==> config.mk <==
export PLATFORM = sky130hd
export DESIGN_NAME = alu_bist_driver
export DESIGN_NICKNAME = d
export VERILOG_FILES = /design/src/rtl/alu_bist_driver_pkg.sv /design/src/rtl/alu_bist_rom.sv /design/src/rtl/alu_bist_driver.sv
export SDC_FILE = /design/constraint.sdc
export NUM_CORES = 1
export LEC_CHECK = 0
export CORE_MARGIN = 2
export CORE_UTILIZATION = 55
export CTS_CLUSTER_DIAMETER = 40
export DETAILED_ROUTE_END_ITERATION = 10
export PLACE_DENSITY_LB_ADDON = 0.3
export SETUP_SLACK_MARGIN = 0.1
export SYNTH_ARGS = -nofsm -noshare
export SYNTH_HDL_FRONTEND = slang
export SYNTH_HIERARCHICAL = 1
export SYNTH_SLANG_ARGS = --single-unit
==> constraint.sdc <==
create_clock -name clk -period 4.2 [get_ports clk]
set_input_delay 0.84 -clock clk [delete_from_list [all_inputs] [get_ports clk]]
set_output_delay 0.84 -clock clk [all_outputs]
set_load 0.02 [all_outputs]
==> src/rtl/alu_bist_driver_pkg.sv <==
// alu_bist_driver_pkg: shared ALU op codes, BIST state encoding and vector record
package alu_bist_driver_pkg;
    localparam logic [2:0] ALU_ADD = 3'b000;
    localparam logic [2:0] ALU_SUB = 3'b001;
    localparam logic [2:0] ALU_AND = 3'b010;
    localparam logic [2:0] ALU_OR  = 3'b011;
    localparam logic [3:0] NO_FAIL = 4'hF;
    typedef enum logic [2:0] {IDLE, DRIVE, SETTLE, CHECK, DONE} state_t;
    typedef struct packed {
        logic [2:0]  op;
        logic [31:0] a;
        logic [31:0] b;
        logic [31:0] res;
        logic        zero;
    } vec_t;
endpackage

==> src/rtl/alu_bist_rom.sv <==
// alu_bist_rom: fixed ALU test vectors with expected result and zero flag
module alu_bist_rom
    import alu_bist_driver_pkg::*;
(
    input  logic [2:0] idx,
    output vec_t       vec
);
    always_comb begin
        vec = '{ALU_OR, 32'h0, 32'h0, 32'h0, 1'b1};
        case (idx)
            3'd0: vec = '{ALU_ADD, 32'h5, 32'h3, 32'h8, 1'b0};
            3'd1: vec = '{ALU_SUB, 32'h7, 32'h7, 32'h0, 1'b1};
            3'd2: vec = '{ALU_ADD, 32'hFFFFFFFF, 32'h1, 32'h0, 1'b1};
            3'd3: vec = '{ALU_SUB, 32'h0, 32'h1, 32'hFFFFFFFF, 1'b0};
            3'd4: vec = '{ALU_AND, 32'hF0F0F0F0, 32'h0FF00FF0, 32'h00F000F0, 1'b0};
            3'd5: vec = '{ALU_OR, 32'h12340000, 32'h00005678, 32'h12345678, 1'b0};
            3'd6: vec = '{ALU_AND, 32'hAAAAAAAA, 32'h55555555, 32'h0, 1'b1};
            default: ;
        endcase
    end
endmodule

==> src/rtl/alu_bist_driver.sv <==
// alu_bist_driver: walks the vector table through the alu, counting mismatches
// and recording the first failing vector index.
module alu_bist_driver
    import alu_bist_driver_pkg::*;
#(
    parameter int NUM_VEC       = 8,
    parameter int SETTLE_CYCLES = 1
) (
    input  logic        clk,
    input  logic        reset,
    input  logic        start,
    output logic [31:0] alu_input1,
    output logic [31:0] alu_input2,
    output logic [2:0]  ALUop,
    input  logic [31:0] alu_out,
    input  logic        alu_zero,
    output logic        busy,
    output logic        done,
    output logic        pass,
    output logic [3:0]  err_count,
    output logic [3:0]  first_fail_idx
);
    state_t     state, state_n;
    logic [2:0] idx;
    logic [3:0] cnt;
    vec_t       vec;
    logic       accept, last, miss;

    alu_bist_rom u_rom (.idx(idx), .vec(vec));

    assign accept = start && (state == IDLE || state == DONE);
    assign last   = idx == 3'(NUM_VEC - 1);
    assign miss   = (alu_out != vec.res) || (alu_zero != vec.zero);
    assign busy   = state == DRIVE || state == SETTLE || state == CHECK;
    assign done   = state == DONE;
    assign pass   = done && err_count == 4'd0;

    always_ff @(posedge clk or posedge reset)
        if (reset) state <= IDLE;
        else       state <= state_n;

    always_comb begin
        state_n = state;
        case (state)
            IDLE, DONE: state_n = accept ? DRIVE : state;
            DRIVE:      state_n = SETTLE;
            SETTLE:     state_n = cnt == 4'd0 ? CHECK : SETTLE;
            CHECK:      state_n = last ? DONE : DRIVE;
            default:    state_n = IDLE;
        endcase
    end

    always_ff @(posedge clk or posedge reset) begin
        if (reset) begin
            alu_input1     <= '0;
            alu_input2     <= '0;
            ALUop          <= ALU_ADD;
            err_count      <= '0;
            first_fail_idx <= NO_FAIL;
            idx            <= '0;
            cnt            <= '0;
        end else begin
            if (accept) begin
                idx            <= '0;
                err_count      <= '0;
                first_fail_idx <= NO_FAIL;
            end
            if (state == DRIVE) begin
                alu_input1 <= vec.a;
                alu_input2 <= vec.b;
                ALUop      <= vec.op;
                cnt        <= 4'(SETTLE_CYCLES - 1);
            end
            if (state == SETTLE && cnt != 4'd0) cnt <= cnt - 4'd1;
            if (state == CHECK) begin
                if (miss) begin
                    err_count <= err_count + 4'(err_count != 4'hF);
                    if (err_count == 4'd0) first_fail_idx <= {1'b0, idx};
                end
                if (!last) idx <= idx + 3'd1;
            end
        end
    end
endmodule

==> results.yml <==
placed_design:
  place.gp.congestion: 0.787
  placed_cell_area_um2: 5280
  dp_hpwl_um: 6780
  placed_cells: 676
  port_buffers: 113
drt:
  routed_via_density: 4.88
  drc: 0
  dr.first_iter.drc_count: 307
  antenna_left: 0
  wl_um: 9670
  wire_per_inst_um: 14.0
  drt_pass1_iterations: 5
  route.vias.total: 3378
global_route:
  grt_usage: 0.224
  grt_max_degree: 71
  grt_pass1_vias: 3408
  grt_pass1_wl_um: 16000
  grt_antenna_before_repair: 0
  overflow: 0
floorplan:
  io_pins: 114
  initial_utilization: 0.564
  core-area_um2: 8180
  fp-row-count: 33
  chipWidth_um: 95.5
  die_h_um: 95.5
  dieArea_um2: 9130
setup_path:
  cp_max_fo: 5
  critPathKind: "reg -> out"
  startpoint_type: "flip-flop"
  crit_slowest_cell: "clkdlybuf4s50_1"
  max_stage_delay_ns: 0.60
  crit_family: "simple AND/OR/NAND/NOR gates"
  reg2reg_from: "idx[0]"
  critPathArrivalTime_ns: 2.21
  crit_buf_inv: 1
  critical_path.cell_chain: "nor4_1 -> and3_1 -> clkdlybuf4s50_1"
  cp.required_ns: 3.36
  cp-end-kind: "primary output"
  crit_start: "err_count[0]"
synthesis:
  synthFlopType: "dfrtp_1"
  synth_async_sr_flop_share: 1.00
  ys_seq_area_frac: 0.463
  synth_area_um2: 4610
  synth_top_family_by_area: "simple AND/OR/NAND/NOR gates"
  ys_warn_count: 6
  synth_area_leaders: "dfrtp_1 44%, nand2_1 18%, buf_4 12%, xnor2_1 6.7%, dfstp_2 2.3%"
  synth.area.mux_share: 0.0141
  netlist_instances: 544
  synth-compound-area-share: 0.0296
  synth_simple_gate_area_frac: 0.255
  yosys-top-cells-count: "219 x nand2_1, 81 x dfrtp_1, 73 x buf_4"
  synth_cell_types: 36
  synth_top_area_cell: "dfrtp_1"
  syn_area_per_cell_um2: 8.47
  synthAdderAreaFrac: 0.0163
  synth_xor_area_frac: 0.0722
  ys_ff_latch: 85
  synth_top_area_frac: 0.440
  synth_edf_count: 0
  synth.most_common_cell: "nand2_1"
clock_tree:
  ctsHoldBuffers: 0
  cts_sinks: 85
  cts-buffers-inserted: 9
  cts_setup_buffers: 0
  clock_path_buffers: 2
  htreeDepth: 3
  path_clk_slew_ns: 0.08
  clk_latency_ns: 0.36
  cts_tree: "done"
  cts_resized: 0
  clock-root-buffer: "clkbuf_8"
finish:
  nets: 624
  area_growth_pct: 19.1
  diodes: 0
  stdcell_area_um2: 5490
  fin_util: 0.671
  layout-drive-gt1-share: 0.0630
  stdcell_count: 692
timing:
  hold_viol: 0
  fin_crit_sh: 0.727
  max_freq_mhz: 328
  hold_ws_ns: 0.483
  worst_pin_slew_ns: 0.838
  rsz0062_at_grt: "false"
  tns_ns: 0
  period_needed_ns: 3.05
  clock-skew-final_ns: 0.0167
  maxSlewViolCount: 0
  relSlewSlack: 0.435
  finalSetupViolations: 0
run_status:
  status: "finished, final reports clean"
power_and_ir_drop:
  power_density_nw_per_um2: 743
  p_leak_nw: 2.64
  irDropWorstVdd_mv: 0.385
run:
  cap_violations: 0
min_path:
  hp-class: "reg -> reg"
  hp-start: "alu_input1[2]"
-- cell type report --
type,count,area (µm²)
clock buffers,9,124
clock inverters,7,83.8
fillers,680,2690
inverters,8,31.3
multi-input cells,360,1820
flip-flops and latches,85,2130
well taps,105,131
repair buffers,118,1170
-- registers in the layout (all words and copies together), names as in the netlist --
name	flops
ALUop	3
alu_input1	32
alu_input2	32
cnt	4
err_count	4
first_fail_idx	4
idx	3
state	3
-- per-layer routing --
| layer | global-route usage | wire length [µm] |
|---|---|---|
| met5 | 0 | 0 |
| met4 | 0.0738 | 149 |
| met3 | 0.0672 | 830 |
| met2 | 0.353 | 4450 |
| met1 | 0.297 | 4240 |
-- cells by family after synthesis --
kind of cell,count (synthesis)
adder cells (fa/ha/maj),6
AO/OA/AOI/OAI,26
flip-flops,85
XOR/XNOR,38
buffers and inverters,105
multiplexers,5
other,1
AND/OR/NAND/NOR,278
-- final timing paths --
| check | to | slack (ns) | cells after the start |
|---|---|---|---|
| min in group asynchronous | alu_input1[26] | 0.75 | 2 |
| worst max register to register | first_fail_idx[0] | 1.33 | 8 |
| worst max-delay path | pass | 1.15 | 3 |
| worst min-delay path | alu_input1[2] | 0.48 | 2 |
| worst min register to register | alu_input1[2] | 0.48 | 2 |
| max in group asynchronous | alu_input2[5] | 2.68 | 3 |
-- through the flow --
| stage | power, mW | setup slack (ns) |
|---|---|---|
| after floorplan | 3.00 | 1.17 |
| after global placement | 3.45 | 1.47 |
| after detailed placement | 3.51 | 1.33 |
| after CTS | 4.12 | 1.14 |
| after global routing | 4.38 | 1.06 |
| final | 4.08 | 1.15 |
-- where the power goes --
group / internal (mW) / switching [mW]
Combinational: 0.906 / 1.19
Sequential: 1.13 / 0.250
Clock: 0.285 / 0.308
Total: 2.32 / 1.75
-- placed cells by master (no fill, tap or decap), types with 3 or more instances in the layout --
master	instances
conb_1	7
clkinv_4	3
nand3_1	8
ha_1	6
nand2_1	219
o21ai_1	7
dfstp_2	4
a21oi_1	5
buf_4	5
inv_1	7
nor3_1	4
dfrtp_1	81
nand4_1	8
o21ai_0	11
mux2_4	3
clkdlybuf4s50_1	113
clkbuf_8	9
nor2_1	15
xnor2_1	35
nand2b_1	7
xor2_1	3
-- tightest hold or removal path, stage by stage, from the launching register on --
cell     delay (ns)
dfrtp_1        0.35
nand2_1        0.05
nand2_1        0.06
No activity file was read; power rests on OpenSTA's default activity.
